==> src/rtl/jk_ff_bank_pkg.sv <==
`default_nettype none
// ============================================================================
// Module  : ff_bank_pkg
// Purpose : Shared definitions for the multi-mode flip-flop bank: the mode
//           encoding used on the per-cycle mode select.
// Ports   : (package, none)
// Rev     : 1.0  initial release
// ============================================================================
package ff_bank_pkg;

  typedef logic [1:0] mode_t;

  localparam mode_t MODE_JK = 2'b00;
  localparam mode_t MODE_D  = 2'b01;
  localparam mode_t MODE_T  = 2'b10;
  localparam mode_t MODE_SR = 2'b11;

endpackage
`default_nettype wire

==> src/rtl/jk_ff_bank_if.sv <==
`default_nettype none
// ============================================================================
// Module  : jk_ff_bank_if
// Purpose : Control/status bundle of the flip-flop bank.
// Ports   : en, mode, a, b, err_clr (master -> bank)
//           q, q_n, changed, sr_err  (bank -> master)
//           cnt_clr / change_cnt only when FF_CHANGE_CNT_EN is defined
// Rev     : 1.0  initial release
// ============================================================================
interface jk_ff_bank_if
  import ff_bank_pkg::*;
#(
  parameter int WIDTH = 8,
  parameter int CNT_W = 16
);

  logic             en;
  mode_t            mode;
  logic [WIDTH-1:0] a;
  logic [WIDTH-1:0] b;
  logic             err_clr;
  logic [WIDTH-1:0] q;
  logic [WIDTH-1:0] q_n;
  logic             changed;
  logic             sr_err;
`ifdef FF_CHANGE_CNT_EN
  logic             cnt_clr;
  logic [CNT_W-1:0] change_cnt;

  modport master (
    output en, mode, a, b, err_clr, cnt_clr,
    input  q, q_n, changed, sr_err, change_cnt
  );
  modport slave (
    input  en, mode, a, b, err_clr, cnt_clr,
    output q, q_n, changed, sr_err, change_cnt
  );
`else
  modport master (
    output en, mode, a, b, err_clr,
    input  q, q_n, changed, sr_err
  );
  modport slave (
    input  en, mode, a, b, err_clr,
    output q, q_n, changed, sr_err
  );
`endif

  // Elaboration-time sanity check on the configuration.
  if (WIDTH < 1 || CNT_W < 1) begin : g_cfg_check
    $error("jk_ff_bank_if: WIDTH and CNT_W must be >= 1");
  end

endinterface
`default_nettype wire

==> src/rtl/jk_ff_bank_cell.sv <==
`default_nettype none
// ============================================================================
// Module  : ff_cell
// Purpose : Next-state logic of one bank bit for the JK / D / T / SR modes.
//           Purely combinational; the state register lives in the top.
// Ports   : mode     in  2  operating mode shared by the whole bank
//           a        in  1  J / D / T / S operand
//           b        in  1  K / - / - / R operand
//           q        in  1  current state of this bit
//           q_next   out 1  state after the next enabled edge
//           conflict out 1  SR mode with S=R=1
// Rev     : 1.0  initial release
// ============================================================================
module ff_cell
  import ff_bank_pkg::*;
(
  input  mode_t mode,
  input  logic  a,
  input  logic  b,
  input  logic  q,
  output logic  q_next,
  output logic  conflict
);

  always_comb begin
    q_next   = q;
    conflict = 1'b0;
    case (mode)
      MODE_JK: begin
        case ({a, b})
          2'b01:   q_next = 1'b0;
          2'b10:   q_next = 1'b1;
          2'b11:   q_next = ~q;
          default: q_next = q;
        endcase
      end
      MODE_D:  q_next = a;
      MODE_T:  q_next = q ^ a;
      MODE_SR: begin
        case ({a, b})
          2'b10:   q_next = 1'b1;
          2'b01:   q_next = 1'b0;
          // Illegal S=R=1: keep the bit and report it upward.
          2'b11:   conflict = 1'b1;
          default: q_next = q;
        endcase
      end
      default: q_next = q;
    endcase
  end

endmodule
`default_nettype wire

==> src/rtl/jk_ff_bank.sv <==
`default_nettype none
// ============================================================================
// Module  : jk_ff_bank
// Purpose : WIDTH-bit bank of multi-mode (JK/D/T/SR) flip-flops with clock
//           enable, a change pulse and a sticky SR-conflict error flag.
//           Optional macro FF_CHANGE_CNT_EN adds a saturating counter of
//           edges on which q changed, with its own clear.
// Ports   : clk    in  1  rising-edge clock
//           reset  in  1  synchronous active-high reset
//           bus    jk_ff_bank_if.slave  control/status bundle
// Rev     : 1.0  initial release
// ============================================================================
module jk_ff_bank
  import ff_bank_pkg::*;
#(
  parameter int               WIDTH = 8,
  parameter logic [WIDTH-1:0] INIT  = '0,
  parameter int               CNT_W = 16
)(
  input  logic               clk,
  input  logic               reset,
  jk_ff_bank_if.slave        bus
);

  logic [WIDTH-1:0] q_r;
  logic [WIDTH-1:0] q_next;
  logic [WIDTH-1:0] conflict;
  logic             changed_r;
  logic             sr_err_r;
  logic             will_change;
  logic             conflict_hit;

  if (WIDTH < 1 || CNT_W < 1) begin : g_cfg_check
    $error("jk_ff_bank: WIDTH and CNT_W must be >= 1");
  end

  for (genvar i = 0; i < WIDTH; i++) begin : g_cell
    ff_cell u_cell (
      .mode     (bus.mode),
      .a        (bus.a[i]),
      .b        (bus.b[i]),
      .q        (q_r[i]),
      .q_next   (q_next[i]),
      .conflict (conflict[i])
    );
  end

  // Cells only raise conflict in SR mode, so an OR across the bank suffices.
  assign will_change  = bus.en && (q_next != q_r);
  assign conflict_hit = bus.en && (|conflict);

  always_ff @(posedge clk) begin
    if (reset) begin
      q_r       <= INIT;
      changed_r <= 1'b0;
      sr_err_r  <= 1'b0;
    end else begin
      if (bus.en) begin
        q_r <= q_next;
      end
      changed_r <= will_change;
      // A new conflict takes priority over a simultaneous clear.
      if (conflict_hit) begin
        sr_err_r <= 1'b1;
      end else if (bus.err_clr) begin
        sr_err_r <= 1'b0;
      end
    end
  end

  assign bus.q       = q_r;
  assign bus.q_n     = ~q_r;
  assign bus.changed = changed_r;
  assign bus.sr_err  = sr_err_r;

`ifdef FF_CHANGE_CNT_EN
  logic [CNT_W-1:0] cnt_r;

  // Counts the same edges that raise changed; clear beats increment and the
  // count sticks at all-ones instead of wrapping.
  always_ff @(posedge clk) begin
    if (reset || bus.cnt_clr) begin
      cnt_r <= '0;
    end else if (will_change && (cnt_r != {CNT_W{1'b1}})) begin
      cnt_r <= cnt_r + 1'b1;
    end
  end

  assign bus.change_cnt = cnt_r;
`endif

endmodule
`default_nettype wire

==> src/flat_wrapper.sv <==
// flat-port wrapper written by rule: the top's interface ports become plain ports
module jk_ff_bank_flat import ff_bank_pkg::*;
#(
  parameter int               WIDTH = 8,
  parameter logic [WIDTH-1:0] INIT  = '0,
  parameter int               CNT_W = 16
)
  (clk, reset, bus_en, bus_mode, bus_a, bus_b, bus_err_clr, bus_q, bus_q_n, bus_changed, bus_sr_err);
  jk_ff_bank_if #(.WIDTH(WIDTH), .CNT_W(CNT_W)) bus_i ();
  input  logic clk;
  input  logic reset;
  input wire logic [$bits(bus_i.en)-1:0] bus_en;
  input wire logic [$bits(bus_i.mode)-1:0] bus_mode;
  input wire logic [$bits(bus_i.a)-1:0] bus_a;
  input wire logic [$bits(bus_i.b)-1:0] bus_b;
  input wire logic [$bits(bus_i.err_clr)-1:0] bus_err_clr;
  output wire logic [$bits(bus_i.q)-1:0] bus_q;
  output wire logic [$bits(bus_i.q_n)-1:0] bus_q_n;
  output wire logic [$bits(bus_i.changed)-1:0] bus_changed;
  output wire logic [$bits(bus_i.sr_err)-1:0] bus_sr_err;
  assign bus_i.en = bus_en;
  assign bus_i.mode = bus_mode;
  assign bus_i.a = bus_a;
  assign bus_i.b = bus_b;
  assign bus_i.err_clr = bus_err_clr;
  assign bus_q = bus_i.q;
  assign bus_q_n = bus_i.q_n;
  assign bus_changed = bus_i.changed;
  assign bus_sr_err = bus_i.sr_err;
  jk_ff_bank #(.WIDTH(WIDTH), .INIT(INIT), .CNT_W(CNT_W)) u_core (.clk(clk), .reset(reset), .bus(bus_i));
endmodule
==> config.mk <==
export PLATFORM = sky130hd
export DESIGN_NAME = jk_ff_bank_flat
export DESIGN_NICKNAME = d
export VERILOG_FILES = /design/src/rtl/jk_ff_bank_pkg.sv /design/src/rtl/jk_ff_bank_if.sv /design/src/rtl/jk_ff_bank_cell.sv /design/src/rtl/jk_ff_bank.sv /design/src/flat_wrapper.sv
export SDC_FILE = /design/constraint.sdc
export NUM_CORES = 1
export LEC_CHECK = 0
export ABC_AREA = 1
export CAP_MARGIN = 30
export CORE_MARGIN = 3
export CORE_UTILIZATION = 47
export CTS_CLUSTER_DIAMETER = 100
export DETAILED_ROUTE_END_ITERATION = 7
export PLACE_DENSITY = 0.87
export SYNTH_ARGS = -nofsm -noshare
export SYNTH_HDL_FRONTEND = slang
export SYNTH_SLANG_ARGS = --single-unit
==> constraint.sdc <==
create_clock -name clk -period 1.8 [get_ports clk]
set_clock_uncertainty 0.1 [all_clocks]
set_input_delay 0.27 -clock clk [delete_from_list [all_inputs] [get_ports clk]]
set_output_delay 0.27 -clock clk [all_outputs]
set_load 0.02 [all_outputs]
==> impl_metrics.json <==
{
  "cts_tree": "built",
  "portBuffers": 39,
  "synth_top_flop_cell": "dfxtp_1",
  "critPathKind": "reg -> out",
  "arrival_ns": 1.39,
  "gp_congestion": 0.845,
  "setup_violations": 0,
  "antenna_found_initial": 0,
  "p_sw_uw": 365,
  "internal_power_uw": 600,
  "cts_buffer_depth": 2,
  "status": "finished clean",
  "ios": 40,
  "power-per-cell-area_nw_per_um2": 478,
  "die_w_um": 58.2,
  "nets": 327,
  "max-vdd-ir-drop_v": 0.000574,
  "switching_share": 0.378,
  "drv_slew": 0,
  "synthTopCellsByArea": "nand2_1 (20%), dfxtp_1 (16%), ha_1 (16%), nand3_1 (13%), inv_1 (13%)",
  "pre_cts_ws_ns": -0.274,
  "p_seq_frac": 0.267,
  "grt_util_all_layers": 0.204,
  "path_buf_inv": 2,
  "required_ns": 1.43,
  "clkPwrFrac": 0.221,
  "die_h_um": 58.2,
  "start_util": 0.504,
  "synth_seq_cells": 10,
  "hold_class": "reg -> reg",
  "grt_pass1_wl_um": 5490,
  "fillers": 189,
  "core_um2": 2540,
  "syn_to_final_growth_pct": 57.7,
  "dr.first_iter.drc_count": 83,
  "power_frac_comb": 0.512,
  "final_hold_viol_count": 0,
  "numCtsBuffers": 3,
  "worst_pin_slew_ns": 0.264,
  "htreeDepth": 1,
  "synth.most_common_cell": "nand2_1",
  "synth_top_area_cell": "nand2_1",
  "path_cells": "inv_1 -> clkdlybuf4s50_1",
  "remaining_drc_errors": 0,
  "clock.fmax_mhz": 568,
  "grt_start_max_net_pins": 19,
  "via_count": 1586,
  "fin_crit_sh": 0.978,
  "multiInputGateArea_um2": 953,
  "synth_common_cells": "nand2_1 (70), inv_1 (43), nand3_1 (33)",
  "cpMaxStageDelayCell": "clkdlybuf4s50_1",
  "fin_util": 0.794,
  "yosysWarningCount": 0,
  "cap_violations": 0,
  "async_flop_share": 0,
  "finalWorstSetupSlack_ns": 0.0404,
  "synth_top_area_share": 0.205,
  "routed_via_density": 4.99,
  "dieArea_um2": 3390,
  "wirelength_um": 3550,
  "ant_nets": 0,
  "grt_pass1_vias": 1331,
  "clk_pin_slew_ns": 0.07,
  "synth-edff-count": 0,
  "syn_area_um2": 1280,
  "grt-ovfl-total": 0,
  "critPathLaunchType": "flop",
  "crit_fanout": 5,
  "total_power_uw": 966,
  "dp_hpwl_um": 2590,
  "cts.sinks": 10,
  "rows": 18,
  "cp_top_family": "buffers and inverters",
  "wl_per_cell_um": 11.2,
  "clock_latency_ns": 0.28,
  "yosysSeqAreaShare": 0.156,
  "cts_hold_buf": 0,
  "p_leak_uw": 0.00109,
  "synth.net_count": 265,
  "rsz0062_at_grt": "true",
  "ys_types": 14,
  "fin_crit_ns": 1.76,
  "synth_area_per_cell_um2": 5.65,
  "post-place-cells": 313,
  "maxSlewHeadroom": 0.823,
  "crit_path_max_incr_delay_ns": 0.62,
  "final_cells": 318,
  "n_antenna_cell": 0,
  "firstDrtPassIters": 6,
  "synthCells": 227,
  "cts-root-buf": "clkbuf_4",
  "seqCellArea_um2": 200,
  "drive_gt1_frac": 0.181,
  "endpoint_kind": "output port"
}
==> stage by stage <==
| stage | cell area [um^2] | hold WS [ns] | setup TNS [ns] |
|---|---|---|---|
| 2_1_floorplan | 1280 | 0.239 | 0 |
| 3_3_place_gp | 1850 | 0.352 | -0.334 |
| 3_5_place_dp | 1850 | 0.356 | -0.667 |
| 4_1_cts | 1880 | 0.365 | 0 |
| 5_1_grt | 2020 | 0.380 | -0.0698 |
| 6_report | 2020 | 0.361 | 0 |
==> state kept, by name (all words and copies together) (netlist names) <==
signal	flops
u_core.bus.changed	1
u_core.bus.q	8
u_core.bus.sr_err	1
==> power by group through the flow <==
stage | Combinational, uW | Sequential [uW] | Clock (uW)
after floorplan | 258 | 260 | 0
after global placement | 448 | 262 | 0
after detailed placement | 458 | 263 | 0
after CTS | 459 | 258 | 215
after global routing | 551 | 261 | 226
final | 494 | 258 | 214
==> cell usage in the layout (no fill, tap or decap) <==
cell type,instances
nand3_1,25
or2_2,1
dfxtp_1,10
nor2_1,6
buf_4,28
inv_4,1
o21ai_1,2
nand2_1,68
inv_2,2
ha_4,5
nand2_2,2
dlymetal6s2s_1,9
inv_1,42
nor4_1,2
clkbuf_8,1
a21oi_1,9
clkdlybuf4s50_1,30
o21ai_0,22
clkbuf_4,3
nand3_2,8
nor2_4,1
ha_1,11
==> logic make-up after synthesis <==
group                      after synthesis  synth area share
buffers and inverters                   55             0.184
DFF                                     10             0.156
AOI/OAI and AO/OA                       33             0.129
adders and majority gates               16             0.156
and+or+nand+nor                        113             0.375
==> worst min-delay path, cell delays in order, from the launching register on <==
cell and delay (ns):
dfxtp_1 0.31, nand2_1 0.06, a21oi_1 0.05
==> routing by layer <==
layer | up-vias | GRT usage | wire length, um
li1 | 841 | - | -
met1 | 703 | 0.267 | 1550
met2 | 39 | 0.348 | 1780
met3 | 3 | 0.0445 | 203
met4 | 0 | 0.0331 | 16
met5 | - | 0 | 0
==> cell type report <==
class | count | share of cell area
multi-input cells | 162 | 0.472
repair buffers | 67 | 0.308
flip-flops and latches | 10 | 0.0990
inverters | 45 | 0.0848
well taps | 30 | 0.0186
clock buffers | 4 | 0.0179
==> worst paths after layout <==
check	cells past startpoint	endpoint	slack (ns)	start
hold / removal	2	u_core.bus.sr_err	0.36	u_core.bus.sr_err
setup / recovery	2	bus_q_n[0]	0.04	u_core.bus.q[0]
hold reg to reg	2	u_core.bus.sr_err	0.36	u_core.bus.sr_err
setup reg to reg	11	u_core.bus.changed	0.31	u_core.bus.q[1]
==> repair_timing <==
| action | 4_1_cts | 5_1_grt |
|---|---|---|
| buffers inserted | 0 | 1 |
| resized for setup | 0 | 28 |
| endpoints found under the setup margin | 0 | 8 |
No activity file was read; power rests on OpenSTA's default activity.
